===== src/rtl/ddr3_app_pkg.sv =====
// Shared command encodings, default widths and the request bundle for the
// DDR3 native-interface request client.
package ddr3_app_pkg;

  localparam int DEF_ADDR_WIDTH   = 28;
  localparam int DEF_DATA_WIDTH   = 256;
  localparam int DEF_MASK_WIDTH   = DEF_DATA_WIDTH / 8;
  localparam int DEF_RD_BUF_DEPTH = 8;

  typedef enum logic [2:0] {
    CMD_WRITE = 3'b000,
    CMD_READ  = 3'b001
  } app_cmd_e;

  typedef struct packed {
    logic                      write;
    logic [DEF_ADDR_WIDTH-1:0] addr;
    logic [DEF_DATA_WIDTH-1:0] data;
    logic [DEF_MASK_WIDTH-1:0] mask;
  } ddr3_app_req_t;

endpackage


===== src/rtl/ddr3_rd_fifo.sv =====
// First-word-fall-through FIFO for read return data. Registered full/empty,
// push accepted while full if a pop happens in the same cycle.
module ddr3_rd_fifo #(
  parameter int DEPTH = 8,
  parameter int WIDTH = 256
) (
  input  logic             ui_clk,
  input  logic             ui_clk_sync_rst,
  input  logic             push,
  input  logic [WIDTH-1:0] push_data,
  input  logic             pop,
  output logic [WIDTH-1:0] head,
  output logic             empty,
  output logic             drop
);

  localparam int AW = $clog2(DEPTH);
  localparam logic [AW:0] FULL_COUNT = (AW + 1)'(DEPTH);

  logic [WIDTH-1:0] mem [DEPTH];
  logic [AW-1:0]    wr_ptr, rd_ptr;
  logic [AW:0]      count, count_nxt;
  logic             full, do_push, do_pop;

  assign do_pop  = pop && !empty;
  assign do_push = push && (!full || do_pop);
  assign drop    = push && !do_push;
  assign head    = mem[rd_ptr];

  // NOTE: always_comb gives every output a default first so no latch is inferred.
  always_comb begin
    count_nxt = count;
    if (do_push && !do_pop)
      count_nxt = count + 1'b1;
    else if (!do_push && do_pop)
      count_nxt = count - 1'b1;
  end

  // NOTE: sequential state uses <= so all registers update from pre-edge values.
  always_ff @(posedge ui_clk) begin
    if (ui_clk_sync_rst) begin
      wr_ptr <= '0;
      rd_ptr <= '0;
      count  <= '0;
      empty  <= 1'b1;
      full   <= 1'b0;
    end else begin
      if (do_push) wr_ptr <= wr_ptr + 1'b1;
      if (do_pop)  rd_ptr <= rd_ptr + 1'b1;
      count <= count_nxt;
      empty <= (count_nxt == '0);
      full  <= (count_nxt == FULL_COUNT);
    end
  end

  // NOTE: storage has no reset; the empty flag guards it and keeps it RAM-mappable.
  always_ff @(posedge ui_clk) begin
    if (do_push) mem[wr_ptr] <= push_data;
  end

endmodule


===== src/rtl/ddr3_app_client.sv =====
// Single-beat request initiator for the DDR3 native app interface: sequences
// app_cmd/app_en and app_wdf_*, and buffers read returns behind read credits.
module ddr3_app_client
  import ddr3_app_pkg::*;
#(
  parameter int ADDR_WIDTH   = DEF_ADDR_WIDTH,
  parameter int DATA_WIDTH   = DEF_DATA_WIDTH,
  parameter int MASK_WIDTH   = DATA_WIDTH / 8,
  parameter int RD_BUF_DEPTH = DEF_RD_BUF_DEPTH
) (
  input  logic                            ui_clk,
  input  logic                            ui_clk_sync_rst,
  input  logic                            init_calib_complete,
  input  logic                            req_valid,
  output logic                            req_ready,
  input  logic                            req_write,
  input  logic [ADDR_WIDTH-1:0]           req_addr,
  input  logic [DATA_WIDTH-1:0]           req_data,
  input  logic [MASK_WIDTH-1:0]           req_mask,
  output logic                            rsp_valid,
  input  logic                            rsp_ready,
  output logic [DATA_WIDTH-1:0]           rsp_data,
  output logic [ADDR_WIDTH-1:0]           app_addr,
  output logic [2:0]                      app_cmd,
  output logic                            app_en,
  input  logic                            app_rdy,
  output logic [DATA_WIDTH-1:0]           app_wdf_data,
  output logic [MASK_WIDTH-1:0]           app_wdf_mask,
  output logic                            app_wdf_wren,
  output logic                            app_wdf_end,
  input  logic                            app_wdf_rdy,
  input  logic [DATA_WIDTH-1:0]           app_rd_data,
  input  logic                            app_rd_data_valid,
  input  logic                            app_rd_data_end,
  output logic [$clog2(RD_BUF_DEPTH):0]   rd_inflight,
  output logic                            rd_overflow
);

  localparam int CW = $clog2(RD_BUF_DEPTH) + 1;
  localparam logic [CW-1:0] MAX_CREDITS = CW'(RD_BUF_DEPTH);

  logic                  cmd_pend, wd_pend;
  logic                  accept, rd_accept, rsp_pop;
  logic                  fifo_empty, fifo_drop;
  logic [DATA_WIDTH-1:0] fifo_head;
  logic                  unused_rd_end;

  // Every returned beat is a complete response, so the end marker carries nothing.
  assign unused_rd_end = app_rd_data_end;

  assign req_ready = !ui_clk_sync_rst && init_calib_complete &&
                     (!cmd_pend || app_rdy) && (!wd_pend || app_wdf_rdy) &&
                     (rd_inflight < MAX_CREDITS);
  assign accept    = req_valid && req_ready;
  assign rd_accept = accept && !req_write;

  assign app_en       = cmd_pend;
  assign app_wdf_wren = wd_pend;
  assign app_wdf_end  = wd_pend;

  assign rsp_valid = !fifo_empty;
  assign rsp_pop   = rsp_valid && rsp_ready;
  // Head storage is unreset, so mask it while empty to keep rsp_data clean.
  assign rsp_data  = rsp_valid ? fifo_head : '0;

  always_ff @(posedge ui_clk) begin
    if (ui_clk_sync_rst) begin
      cmd_pend     <= 1'b0;
      wd_pend      <= 1'b0;
      app_addr     <= '0;
      app_cmd      <= 3'b000;
      app_wdf_data <= '0;
      app_wdf_mask <= '0;
      rd_inflight  <= '0;
      rd_overflow  <= 1'b0;
    end else begin
      if (accept) begin
        cmd_pend <= 1'b1;
        app_addr <= req_addr;
        app_cmd  <= req_write ? CMD_WRITE : CMD_READ;
      end else if (app_rdy) begin
        cmd_pend <= 1'b0;
      end

      // Data channel retires on its own handshake, independent of the command.
      if (accept && req_write) begin
        wd_pend      <= 1'b1;
        app_wdf_data <= req_data;
        app_wdf_mask <= req_mask;
      end else if (app_wdf_rdy) begin
        wd_pend <= 1'b0;
      end

      if (rd_accept && !rsp_pop)
        rd_inflight <= rd_inflight + 1'b1;
      else if (!rd_accept && rsp_pop && rd_inflight != '0)
        rd_inflight <= rd_inflight - 1'b1;

      if (fifo_drop) rd_overflow <= 1'b1;
    end
  end

  ddr3_rd_fifo #(
    .DEPTH (RD_BUF_DEPTH),
    .WIDTH (DATA_WIDTH)
  ) u_rd_fifo (
    .ui_clk          (ui_clk),
    .ui_clk_sync_rst (ui_clk_sync_rst),
    .push            (app_rd_data_valid),
    .push_data       (app_rd_data),
    .pop             (rsp_pop),
    .head            (fifo_head),
    .empty           (fifo_empty),
    .drop            (fifo_drop)
  );

endmodule


===== config.mk =====
export PLATFORM = sky130hd
export DESIGN_NAME = ddr3_app_client
export DESIGN_NICKNAME = d
export VERILOG_FILES = /design/src/rtl/ddr3_app_pkg.sv /design/src/rtl/ddr3_rd_fifo.sv /design/src/rtl/ddr3_app_client.sv
export SDC_FILE = /design/constraint.sdc
export NUM_CORES = 2
export LEC_CHECK = 0
export ABC_AREA = 1
export BUFFER_PORTS_ARGS = -buffer_cell sky130_fd_sc_hd__buf_2
export CORE_MARGIN = 3
export CORE_UTILIZATION = 40
export DETAILED_ROUTE_END_ITERATION = 8
export SLEW_MARGIN = 20
export SYNTH_ARGS = -nofsm -noshare
export SYNTH_HDL_FRONTEND = slang
export SYNTH_SLANG_ARGS = --single-unit

===== constraint.sdc =====
create_clock -name ui_clk -period 18 [get_ports ui_clk]
set_clock_uncertainty 0.15 [all_clocks]
set_input_delay 0 -clock ui_clk [delete_from_list [all_inputs] [get_ports ui_clk]]
set_output_delay 0 -clock ui_clk [all_outputs]
set_load 0.1 [all_outputs]

[Yosys cells after proc, flatten, opt, wreduce, memory -nomap -nowiden]
Memories as Yosys holds them, arrays and structs flattened. A register that Yosys moved wholly into a read port is not among the register bits.
Cells that the tools add are included.
Widths: inputs -> output; s select.
Word-level totals
  RAM bits: 2048
  latch bits: 0
  bits in read-only memories: 0
  output and inout port bits: 585
  memories kept: 1
  bits in registers: 338
Memory list
  u_rd_fifo.mem: words 8, bits a word 256, rd ports 1, clocked after Yosys merged registers in 1, write ports 1, RTL line ddr3_rd_fifo.sv:20  | logic [WIDTH-1:0] mem [DEPTH];
Operators by class
  $lt $le $gt $ge: 1
  bitwise operators: 0
  equality and inequality tests: 1
  shift-type cells: 0
  $mul: 0
  mux-type cells: 14
  reductions and logical operators: 34
  add/subtract/negate cells: 6
  divide/modulo/power cells: 0
Operators with widths (count)
  $mux 256: 1
  $logic_and 1x1->1: 16
  $mux 4: 4
  $logic_not 1->1: 10
  $add 4x1->4 const B: 2
  $sub 4x1->4 const B: 2
  $mux 1: 7
  $add 3x1->3 const B: 2
  $mux 3: 2
  $reduce_bool 2->1: 3
  $eq 4x4->1 const B: 1
  $logic_not 4->1: 1
  $lt 4x4->1 const B: 1
  $reduce_bool 4->1: 1
  $logic_or 1x1->1: 3

[Depth between registers and ports, before layout]
  depth in word-level cells: 12
  depth in mapped cells: 15

[Modules after synthesis]
A second synthesis with hierarchy kept.
Unflattened totals
  cell total of the unflattened synthesis: 7863
  area total of the unflattened synthesis: 93140.6 µm²
By module, submodules not included
  ddr3_rd_fifo: cells an instance 5886, times used 1, sequential area each 61799.3 µm², area an instance 79760.2 µm²
  ddr3_app_client: cells an instance 1977, times used 1, sequential area each 6486.2 µm², area an instance 13380.3 µm²

[Worst setup path before layout]
No wires, ideal clock.
  path type: register -> register
  start: reg u_rd_fifo.empty
  end: mem u_rd_fifo.mem[1][0] (enable)
  path buffers: 0
  cell stages (with the launch flop): 8
  data required time: 16.973 ns
  arrival: 11.565 ns
  slack: 5.408 ns
  clock period less this slack: 12.592 ns
  path through: dfxtp_1 > inv_1 > nand2_1 > a21oi_2 > inv_1 > nor2_1 > inv_1 > nor2_1
On the way
  longest elaborated chain between the ends: 7
RTL lines
  start: declaration: RTL line ddr3_rd_fifo.sv:13  | output logic empty,
  start signal: assignment: RTL line ddr3_rd_fifo.sv:51  | empty <= (count_nxt == '0);
  $logic_not 1->1 *: RTL line ddr3_rd_fifo.sv:25, ddr3_app_client.sv:61
  $logic_and 1x1->1: RTL line ddr3_app_client.sv:62  | assign rsp_pop = rsp_valid && rsp_ready;
  $logic_and 1x1->1 *: RTL line ddr3_rd_fifo.sv:25  | assign do_pop = pop && !empty;
  $logic_or 1x1->1 *: RTL line ddr3_rd_fifo.sv:26  | assign do_push = push && (!full || do_pop);
  $logic_and 1x1->1 *: RTL line ddr3_rd_fifo.sv:26
  $mux 1 *: RTL line ddr3_rd_fifo.sv:58  | if (do_push) mem[wr_ptr] <= push_data;
  $mux 1 (implied by the code) *: RTL line ddr3_rd_fifo.sv:58
  end: declaration: RTL line ddr3_rd_fifo.sv:20
Every way passes the cells marked *; elsewhere a longest branch is shown, timed or not.

==> impl_results.md <==
* Synth Flop Type: edfxtp_1
* Vias in the first global route at 67278
* Post-synth EDFFs at ~2000
* Final Util at 0.537
* Die height at 484 um
* Share of post-route cells with drive strength above 1 at 0.165
* Total Die Area at approximately 0.23 mm2
* Longest Clk Path Bufs at 3
* Critical path endpoint category: output pin
* Final-report hold violation count at 0
* Crit start category: register
* Largest net degree at the start of global routing at approximately 230
* Clk_lat worst skew at 0.88 ns
* # nets final at between 10000 and 15000
* Min Tclk post-route at 6.34 ns
* TritonCTS clock tree: yes
* Routed vias/inst at 5.36
* Fill count at 19108
* Total routing usage reported by global routing at 0.258
* Final wirelength at 312 mm
* Reg area at ~0.068 mm2
* RSZ-0062 raised after global routing: no
* Failing checks: design-rule violations
* Total congestion overflow at 0
* Worst EP required at ~18 ns
* Hold EP: u_rd_fifo.mem[5][242]$_DFFE_PP_
* Max cap viols at 0
* Final Setup Violations at 0
* Least-Margin Pin Slew at 1.40 ns
* Yosys cell types at 33
* Final estimated routing congestion in global placement at between 0.9 and 1
* Area of the multi-input gates at 0.0207 mm2
* Post-synth top area cell: edfxtp_1
* First-pass GRT wire length at 455 mm
* Crit path kind: register to output pin
* Drt first pass iters at 9
* Leak Pwr at roughly 0.044 uW
* Fmax at roughly 160 MHz
* DR DRC count at 3
* Synth warn at 0
* Worst rel slew slack at 0.0695
* Async set or reset register ratio after synthesis at 0
* Setup Fix Bufs, Post-CTS at 0
* Vias at 69564
* Arr. time, crit path at 6.19 ns
* Gate Count Post-Synth at 7342
* Post-synth top area share at 0.672
* Seq/Total Area, Yosys at 0.746
* CP max FO at 99
* Hold Path Origin: app_rd_data[242]
* Rows at 174
* Commonest non-fill, non-tap cells in the layout: 2123 x nor2_1, 2048 x edfxtp_1, 1362 x dlygate4sd3_1
* CTS buffer count at 239
* HP Class: input port to register
* Synth top area cells: edfxtp_1 67%, nor2_1 8.7%, dfxtp_1 7.4%
* Clock sinks at between 2000 and 2500
* Clock slew at reported path FFs at 0.06 ns
* Final period util at 0.352
* Core ar. at approximately 0.23 mm2
* Status: finished, violations left
* Routed wire per std cell at 24.1 um
* Mapped Avg Cell Area at 12.5 um2
* Syn Std Cell Area at 0.0915 mm2
* Area grow syn2layout at 32.7%
* Commonest non-fill, non-tap cell in the layout: nor2_1
* Initial antenna violation count at around 140
* Setup slack, reg-to-reg at 12.37 ns
* Starting Density at 0.404
* DP HPWL at 184 mm
* Reg2Reg Capture Point: u_rd_fifo.mem[0][141]$_DFFE_PP_
* PD cells at 112 mW/mm2
* Root buffer cell: clkbuf_16
* Yosys reg bits at around 2400
* Hold Path Depth at 2
* TNS Setup at 0 ns
* Iteration-0 DRC Markers at 6419
* Ports at 1167
* FF-to-FF Start: u_rd_fifo.empty$_SDFF_PP1_
* Input/output buffers at 1163
* Antenna Nets Post-Route at 0
* Reg2Reg Depth at 10
* Fin. max-slew vios at 0
* Die X at 484 um
* Level count of the clock H-tree at 4
* Max rail drop VDD at between 100 and 150 uV
==> synth_stat cells, types with 2 or more instances <==
master / instances
nor2_1: 2131
edfxtp_1: 2048
o21ai_0: 645
nand2_1: 603
o32ai_1: 512
dfxtp_1: 339
clkbuf_1: 312
a21oi_1: 298
o21ai_1: 161
buf_2: 158
inv_1: 27
buf_4: 23
buf_6: 22
buf_1: 19
nand3_1: 10
nand2_2: 7
ha_1: 6
xor2_1: 3
buf_12: 2
clkinv_2: 2
nand4_1: 2
==> how the worst max path moves through the flow <==
stage	to	slack (ns)
after floorplan	u_rd_fifo.mem[1][0]$_DFFE_PP_	5.41
after global placement	u_rd_fifo.mem[0][141]$_DFFE_PP_	12.16
after detailed placement	u_rd_fifo.mem[0][148]$_DFFE_PP_	12.12
after CTS	rsp_data[112]	11.69
after global routing	rsp_data[114]	11.18
final	rsp_data[112]	11.66
==> final cells by class <==
cell class | count | share of cell area
diodes | 118 | 0.00243
flip-flops and latches | 2387 | 0.563
inverters | 29 | 0.00122
clock inverters | 152 | 0.0131
well taps | 2992 | 0.0308
clock buffers | 302 | 0.0523
multi-input cells | 4391 | 0.170
repair buffers | 2608 | 0.167
==> state kept, by name (all words and copies together) (netlist names), named ones only <==
name,flops
u_rd_fifo.full,1
u_rd_fifo.rd_ptr,3
u_rd_fifo.count,4
app_addr,28
app_wdf_mask,32
rd_inflight,4
u_rd_fifo.wr_ptr,3
app_wdf_end,1
u_rd_fifo.mem,2048
app_cmd,1
rd_overflow,1
u_rd_fifo.empty,1
app_en,1
app_wdf_data,256
==> per-layer routing <==
| metal | global-route usage | up-vias | routed length (um) |
|---|---|---|---|
| met5 | 0 | - | 224 |
| met4 | 0.159 | 36 | 22600 |
| met3 | 0.0674 | 836 | 24500 |
| met2 | 0.416 | 2907 | 147000 |
| met1 | 0.310 | 34451 | 118000 |
| li1 | - | 31334 | - |
==> timing repair <==
item / CTS / global route
gates resized for setup: 0 / 0
hold buffers: 1362 / 0
endpoints found under the hold margin: 2430 / 0
==> metrics by stage <==
stage | power [uW] | cell area (um2) | worst slack (ns) | cells | hold slack (ns)
3_5_place_dp | 8410 | 99500 | 12.12 | 11044 | 0.0777
5_1_grt | 14000 | 121000 | 11.18 | 12943 | 0.00460
6_report | 13600 | 121000 | 11.66 | 12979 | 0.0684
2_1_floorplan | 7910 | 91500 | 5.41 | 7343 | -0.0511
4_1_cts | 13600 | 121000 | 11.69 | 12860 | 0.00229
3_3_place_gp | 8390 | 99500 | 12.16 | 11044 | 0.0769
==> kinds of logic (layout without fill, tap and decap cells) <==
logic type / after synthesis / count (layout) / share of synthesized area
compound gates: 1620 / 1620 / 0.110
xor+xnor: 4 / 4 / 0.000383
fa+ha+maj: 7 / 7 / 0.00104
buf+inv: 565 / 3091 / 0.0285
flops: 2387 / 2387 / 0.746
other cells: 1 / 120 / 0.0000410
simple gates: 2758 / 2758 / 0.114
==> power by group <==
group	internal [uW]	switching (uW)	total, uW
clock	2860	2150	5000
sequential	6150	51.4	6200
combinational	584	1760	2350
total	9590	3960	13600
==> critical path, stage by stage, from the launching register on <==
cell and delay [ns]:
dfxtp_4 0.86, buf_4 0.68, buf_4 0.80, buf_4 0.91, buf_4 0.70, o21ai_0 0.21, o32ai_1 0.16, o21ai_0 0.11
nor2_1 0.19, buf_2 0.46
(Power assumes the default switching activity.)
